===== src/rtl/multicycle_control_sequencer.sv =====
// Multi-cycle instruction sequencer: FETCH/DECODE/EXEC/MEM/WB control with a req/ack memory timeout.
// Optional performance counters are enabled with `define CTRL_PERF_COUNTER_EN.
module multicycle_control_sequencer #(
    parameter int TIMEOUT = 16,
    parameter int CNT_W   = 16
) (
    input  logic             clock,
    input  logic             reset,
    input  logic             io_start,
    input  logic [5:0]       io_opcode,
    input  logic             io_memAck,
    output logic             io_memRead,
    output logic             io_memWrite,
    output logic             io_iorD,
    output logic             io_irWrite,
    output logic             io_pcWrite,
    output logic             io_pcWriteC,
    output logic             io_pcSrc,
    output logic [3:0]       io_aluOp,
    output logic             io_aluSrcB,
    output logic             io_regWrite,
    output logic             io_memToReg,
    output logic             io_illegal,
    output logic             io_halted,
    output logic             io_error
`ifdef CTRL_PERF_COUNTER_EN
    ,
    output logic [CNT_W-1:0] io_instrCount,
    output logic [CNT_W-1:0] io_cycleCount
`endif
);

    typedef enum logic [2:0] {
        S_IDLE, S_FETCH, S_DECODE, S_EXEC, S_MEM, S_WB, S_HALT, S_ERR
    } state_t;

    localparam int TW = $clog2(TIMEOUT + 1);

    state_t        state_q, state_d;
    logic [TW-1:0] tmo_q, tmo_d;

    logic op_alu, op_mem, op_store, op_jump, op_branch, op_halt, op_illegal;
    logic tmo_last;

    assign op_alu     = ~io_opcode[5];
    assign op_mem     = (io_opcode[5:4] == 2'b10);
    assign op_store   = io_opcode[0];
    assign op_jump    = (io_opcode == 6'b110000);
    assign op_branch  = (io_opcode == 6'b110001);
    assign op_halt    = (io_opcode == 6'b111111);
    assign op_illegal = (io_opcode[5:4] == 2'b11) & ~op_jump & ~op_branch & ~op_halt;
    assign tmo_last   = (tmo_q == TW'(TIMEOUT - 1));

    always_comb begin
        state_d = state_q;
        tmo_d   = tmo_q;
        case (state_q)
            S_IDLE:   if (io_start) state_d = S_FETCH;
            S_FETCH: begin
                if (io_memAck) begin
                    state_d = S_DECODE;
                end else begin
                    tmo_d = tmo_q + TW'(1);
                    if (tmo_last) state_d = S_ERR;
                end
            end
            S_DECODE: begin
                if (op_halt)         state_d = S_HALT;
                else if (op_illegal) state_d = S_FETCH;
                else                 state_d = S_EXEC;
            end
            S_EXEC: begin
                if (op_alu)      state_d = S_WB;
                else if (op_mem) state_d = S_MEM;
                else             state_d = S_FETCH;
            end
            S_MEM: begin
                if (io_memAck) begin
                    state_d = op_store ? S_FETCH : S_WB;
                end else begin
                    tmo_d = tmo_q + TW'(1);
                    if (tmo_last) state_d = S_ERR;
                end
            end
            S_WB:     state_d = S_FETCH;
            S_HALT:   state_d = S_HALT;
            S_ERR:    state_d = S_ERR;
            default:  state_d = S_IDLE;
        endcase
        // Every fresh entry into a request phase starts its wait budget from zero.
        if ((state_d == S_FETCH || state_d == S_MEM) && state_d != state_q)
            tmo_d = '0;
    end

    always_ff @(posedge clock) begin
        if (reset) begin
            state_q <= S_IDLE;
            tmo_q   <= '0;
        end else begin
            state_q <= state_d;
            tmo_q   <= tmo_d;
        end
    end

    // Strobes are forced low during the reset cycle so an aborted instruction cannot leak one.
    always_comb begin
        io_memRead  = 1'b0;
        io_memWrite = 1'b0;
        io_iorD     = 1'b0;
        io_irWrite  = 1'b0;
        io_pcWrite  = 1'b0;
        io_pcWriteC = 1'b0;
        io_pcSrc    = 1'b0;
        io_aluOp    = 4'h0;
        io_aluSrcB  = 1'b0;
        io_regWrite = 1'b0;
        io_memToReg = 1'b0;
        io_illegal  = 1'b0;
        io_halted   = 1'b0;
        io_error    = 1'b0;
        if (!reset) begin
            case (state_q)
                S_FETCH: begin
                    io_memRead = 1'b1;
                    io_irWrite = io_memAck;
                    io_pcWrite = io_memAck;
                end
                S_DECODE: io_illegal = op_illegal;
                S_EXEC: begin
                    if (op_alu) begin
                        io_aluOp   = io_opcode[3:0];
                        io_aluSrcB = io_opcode[4];
                    end else if (op_mem) begin
                        io_aluSrcB = 1'b1;
                    end else if (op_jump) begin
                        io_pcWrite = 1'b1;
                        io_pcSrc   = 1'b1;
                    end else if (op_branch) begin
                        io_pcWriteC = 1'b1;
                        io_pcSrc    = 1'b1;
                        io_aluOp    = 4'h1;
                    end
                end
                S_MEM: begin
                    io_iorD     = 1'b1;
                    io_memRead  = ~op_store;
                    io_memWrite = op_store;
                end
                S_WB: begin
                    io_regWrite = 1'b1;
                    io_memToReg = op_mem & ~op_store;
                end
                S_HALT:  io_halted = 1'b1;
                S_ERR:   io_error  = 1'b1;
                default: ;
            endcase
        end
    end

`ifdef CTRL_PERF_COUNTER_EN
    logic [CNT_W-1:0] instr_cnt_q, instr_cnt_d;
    logic [CNT_W-1:0] cycle_cnt_q, cycle_cnt_d;

    always_comb begin
        instr_cnt_d = instr_cnt_q;
        cycle_cnt_d = cycle_cnt_q;
        if (state_q == S_DECODE && !op_halt && instr_cnt_q != '1)
            instr_cnt_d = instr_cnt_q + CNT_W'(1);
        if (state_q != S_IDLE && state_q != S_HALT && state_q != S_ERR && cycle_cnt_q != '1)
            cycle_cnt_d = cycle_cnt_q + CNT_W'(1);
    end

    always_ff @(posedge clock) begin
        if (reset) begin
            instr_cnt_q <= '0;
            cycle_cnt_q <= '0;
        end else begin
            instr_cnt_q <= instr_cnt_d;
            cycle_cnt_q <= cycle_cnt_d;
        end
    end

    assign io_instrCount = reset ? '0 : instr_cnt_q;
    assign io_cycleCount = reset ? '0 : cycle_cnt_q;
`endif

endmodule

===== config.mk =====
export PLATFORM = sky130hd
export DESIGN_NAME = multicycle_control_sequencer
export DESIGN_NICKNAME = d
export VERILOG_FILES = /design/src/rtl/multicycle_control_sequencer.sv
export SDC_FILE = /design/constraint.sdc
export NUM_CORES = 1
export LEC_CHECK = 0
export BUFFER_PORTS_ARGS = -buffer_cell sky130_fd_sc_hd__buf_2
export CAP_MARGIN = 0
export CORE_ASPECT_RATIO = 1.25
export CORE_MARGIN = 3
export CORE_UTILIZATION = 49
export DETAILED_ROUTE_END_ITERATION = 10
export GPL_ROUTABILITY_DRIVEN = 0
export PLACE_DENSITY_LB_ADDON = 0.12
export SKIP_LAST_GASP = 1
export SLEW_MARGIN = 20
export SYNTH_ARGS = -nofsm -noshare
export SYNTH_HDL_FRONTEND = slang
export SYNTH_SLANG_ARGS = --single-unit

===== constraint.sdc =====
create_clock -name clock -period 2.4 [get_ports clock]
set_input_delay 0.24 -clock clock [delete_from_list [all_inputs] [get_ports clock]]
set_output_delay 0.24 -clock clock [all_outputs]
set_load 0.01 [all_outputs]

# After elaboration in Yosys (flattened, before gate mapping)
# Index checks and enable logic that the tools add are counted.
[totals]
in_bits = 10
output_inout_bits = 17
regBits = 8
[op_classes]
muxes = 54
n_eq_ne = 16
n_reduce_logical = 6
n_addsub = 1
n_bitwise = 9
[ops]
columns = ["op", "n"]
rows = [
  ["1-bit 2-to-1 mux", 39],
  ["3-bit 2-to-1 mux", 8],
  ["3-bit case mux with 8 select lines", 1],
  ["6-bit == test, second input constant", 3],
  ["3-bit == test, second input constant", 5],
  ["4-bit 2-to-1 mux", 3],
  ["3-bit by 1-bit == test with 1-bit output, second input constant", 2],
  ["3-bit by 2-bit == test with 1-bit output, second input constant", 2],
  ["5-bit by 1-bit adder with 5-bit output, second input constant", 1],
  ["5-bit by 4-bit == test with 1-bit output, second input constant", 1],
  ["1-bit inverter", 5],
  ["1-bit bitwise AND", 4],
  ["2-bit == test, second input constant", 2],
  ["1-bit case mux with 2 select lines", 2],
  ["2-bit OR reduction", 2],
  ["3-bit logical NOT", 1],
  ["3-bit != test", 1],
  ["2-bit 2-to-1 mux", 1],
  ["2-bit AND reduction", 1],
  ["1-bit logical AND", 1],
  ["1-bit logical OR", 1],
]

# Depth between registers and ports, before layout
[logic_depth]
ltp_word = 12
ltp_mapped = 8
mapped_depth_nobuf = 8

# Worst setup path after synthesis
# Ideal clock, no wire load.
[synth_path]
path_kind = "register to register"
start = "reg tmo_q[0]"
end = "reg tmo_q[1]"
synth_period_minus_slack_ns = 1.848
setup_slack_ns = 0.552
required_ns = 2.266
setup_time_ns = 0.134
arrival_ns = 1.715
path_stages_with_launch = 9
cell_sequence = "dfxtp_1 -> ha_1 -> and3_1 -> ha_1 -> and3b_1 -> o21ai_0 -> nand4_1 -> a211oi_2 -> nor4_1"
[synth_between]
elab_chain_cells = 8
word_cells_on_any_way = 12
classes_between = "add/sub: 1; eq/ne: 4; mux: 4; reduce/logical: 3"
[synth_lines]
columns = ["element", "line", "text"]
rows = [
  ["from (decl)", "40", "logic [TW-1:0] tmo_q, tmo_d;"],
  ["from (signal assigned)", "101", "tmo_q <= tmo_d;"],
  ["5-bit by 4-bit == test with 1-bit output", "52", "assign tmo_last = (tmo_q == TW'(TIMEOUT - 1));"],
  ["3-bit 2-to-1 mux", "64, 82", ""],
  ["3-bit 2-to-1 mux (on tied branches)", "78, 60", ""],
  ["3-bit case mux with 8 select lines", "57", "case (state_q)"],
  ["3-bit by 1-bit == test with 1-bit output or 3-bit == test (tied branches)", "91", "if ((state_d == S_FETCH || state_d == S_MEM) && state_d != state_q)"],
  ["1-bit logical OR", "91", ""],
  ["1-bit logical AND", "91", ""],
  ["2-bit OR reduction (no line)", "-", ""],
]
# Parallel ways exist; a longest one is shown, timed or not.
# A chain may end at the register's enable or synchronous reset.

# Worst setup path in the final report
[layout_path]
start = "reg tmo_q[0]"
end = "reg tmo_q[2]"
# The elaborated chain is that of the path after synthesis.

==> flow_summary.toml <==
[pwr]
power_frac_comb = 0.306
irDropWorstVdd_mv = 0.287
p_seq_frac = 0.430
intPower_uw = 246
powerDensity_mw_per_mm2 = 381
p_sw_frac = 0.339
clockPowerShare = 0.264
power_leakage_nw = 0.421
p_sw_uw = 126

[global_route]
grt_max_degree = 19
grt_pass1_wl_mm = 3.42
grt_overflow = 0
track_usage = 0.200
grt_pass1_vias = 800
antenna_found_initial = 0

[yosys]
syn-num-nets = 127
synth_edf_count = 0
netlist_area_um2 = 835
ys_seq_area_frac = 0.192
synth_cell_type_count = 39
syn-mean-instance-area_um2 = 7.45
synthArstFlopShare = 0
yosysWarnings = 0
synth_flop_cell = "dfxtp_1"
syn_inst = 112
ys_ff_latch = 8

[critical_path]
criticalPathCategory = "register to register"
start_kind = "register"
reg2reg_depth = 8
r2r-end = "tmo_q[2]"
end_kind = "register"
rr_startpoint = "tmo_q[0]"
arrival_ns = 2.14
required_ns = 2.52
cp_max_fo = 4
r2r_setup_slack_ns = 0.38

[clock_tree]
ctsResizeCount = 0
cts_tree = "built"
clockBufferDepth = 2
clock_sinks = 8
ctsRootBufferMaster = "clkbuf_4"
cts_hold_buf = 0
clock_latency_ns = 0.25
cts_setup_buffers = 0
htree_levels = 1
cts_buffers = 3
cts.reportedPaths.clkPinSlew_ns = 0.05

[min_path]
min_from = "reset"
whs_endpoint = "state_q[1]"
min_delay_path_depth = 2
hold_class = "input port to register"

[routing]
routed_via_density = 5.84
dr.first_iter.drc_count = 19
dr.pass1.iters = 4
route.detailed.drc = 0
ant_nets = 0
dr_total_vias = 887
wl_per_cell_um = 13.4
finalWirelength_mm = 2.04

[sta]
hold_violations = 0
slew_headroom = 0.614
fin_setup_tns_ns = 0
clock_skew_ns = 0.000350
rsz0062_at_grt = "false"
layout_min_cycle_time_ns = 2.02
tightest_slew_ns = 0.578
setup_viol = 0
fin_crit_sh = 0.842
clock.fmax_ghz = 0.495
maxSlewViolCount = 0

[place]
port_buffers = 26
hpwlAfterDp_mm = 1.60

[die]
core_mm2 = 0.00158
start_util = 0.528
dieArea_mm2 = 0.00224
boundaryPins = 27
fp.dieH_um = 52.1
row_count = 16
fp.dieW_um = 42.9

[cells_and_area]
final_common_cell = "buf_2"
synthToLayoutAreaGrowth_pct = 16.9
final_nets = 151
postLayoutCoreUtil = 0.617
antenna-diode-count = 0
final_cell_mix = "buf_2, nor2_1, inv_1, nand2_1"
drive_above_1_share = 0.269

[run]
drv_cap = 0

[outcome]
status = "finished, final reports clean"
==> worst max-delay path, stage by stage (launching register included) <==
cell	delay (ns)
dfxtp_1	0.33
ha_1	0.21
and3_1	0.18
ha_1	0.21
and3b_1	0.18
o21ai_0	0.18
nand4_1	0.16
a211oi_2	0.34
nor4_1	0.10
==> state kept, by name, summed over array words and instances (netlist names) <==
signal,cells
tmo_q,5
state_q,3
==> area by class of cell <==
cell class / count / area (µm²)
Clock buffer: 3 / 22.5
Inverter: 7 / 26.3
Sequential cell: 8 / 163
Fill cell: 148 / 606
Timing Repair Buffer: 26 / 130
Multi-Input combinational cell: 90 / 612
Tap cell: 18 / 22.5
==> power by group through the flow <==
stage,clock [mW],combinational (mW),sequential (mW)
after floorplan,0,0.0999,0.146
after global placement,0,0.113,0.161
final,0.0983,0.114,0.160
after global routing,0.110,0.128,0.162
after CTS,0.104,0.114,0.158
after detailed placement,0,0.113,0.161
==> metal layers <==
layer	share of wire	global-route usage	wire length, µm
met3	0.055	0.0242	112
met5	0	0	0
met4	0.018	0.0933	36
met1	0.42	0.216	858
met2	0.51	0.378	1030
==> Yosys cell counts, types with 2 or more instances <==
| cell | n | area (µm²) |
|---|---|---|
| nor2_1 | 11 | 41.3 |
| dfxtp_1 | 8 | 160 |
| inv_1 | 7 | 26.3 |
| nand2_1 | 7 | 26.3 |
| nor3_1 | 6 | 30.0 |
| nor4_1 | 6 | 37.5 |
| a21oi_1 | 5 | 25.0 |
| buf_2 | 5 | 25.0 |
| ha_1 | 5 | 62.6 |
| and2_1 | 4 | 25.0 |
| nor2b_1 | 4 | 25.0 |
| o21ai_0 | 4 | 20.0 |
| a211oi_1 | 3 | 22.5 |
| and4_1 | 3 | 26.3 |
| nand2b_1 | 3 | 18.8 |
| nand4_1 | 3 | 18.8 |
| or3_1 | 3 | 18.8 |
| a32oi_1 | 2 | 17.5 |
| xnor2_1 | 2 | 17.5 |
| xor2_1 | 2 | 17.5 |
==> through the flow <==
step / cell area, µm² / total power [mW] / worst slack, ns / hold WS, ns / cells
2_1_floorplan: 835 / 0.245 / 0.552 / 0.316 / 112
3_3_place_gp: 951 / 0.274 / 0.452 / 0.542 / 149
3_5_place_dp: 951 / 0.274 / 0.390 / 0.558 / 149
4_1_cts: 973 / 0.377 / 0.180 / 0.347 / 152
5_1_grt: 976 / 0.399 / 0.194 / 0.361 / 152
6_report: 976 / 0.372 / 0.379 / 0.339 / 152
==> how the worst max path moves through the flow <==
| stage | from | end | slack [ns] | cells after the start |
|---|---|---|---|---|
| 6_report | tmo_q[0] | tmo_q[2] | 0.38 | 8 |
| 3_5_place_dp | tmo_q[0] | tmo_q[2] | 0.39 | 8 |
| 3_3_place_gp | tmo_q[0] | tmo_q[0] | 0.45 | 8 |
| 5_1_grt | state_q[1] | io_aluOp[2] | 0.19 | 5 |
| 4_1_cts | state_q[0] | io_aluOp[1] | 0.18 | 5 |
| 2_1_floorplan | tmo_q[0] | tmo_q[1] | 0.55 | 8 |
==> logic make-up (layout without fill, tap and decap cells) <==
family	Yosys count	after routing	synth area share
AO/OA/AOI/OAI	21	21	0.186
XOR/XNOR	4	4	0.0420
adder cells (fa/ha/maj)	5	5	0.0750
buffers and inverters	14	36	0.0750
flip-flops	8	8	0.192
multiplexers	1	1	0.0120
AND/OR/NAND/NOR	59	59	0.418
No activity file was read; power rests on OpenSTA's default activity.
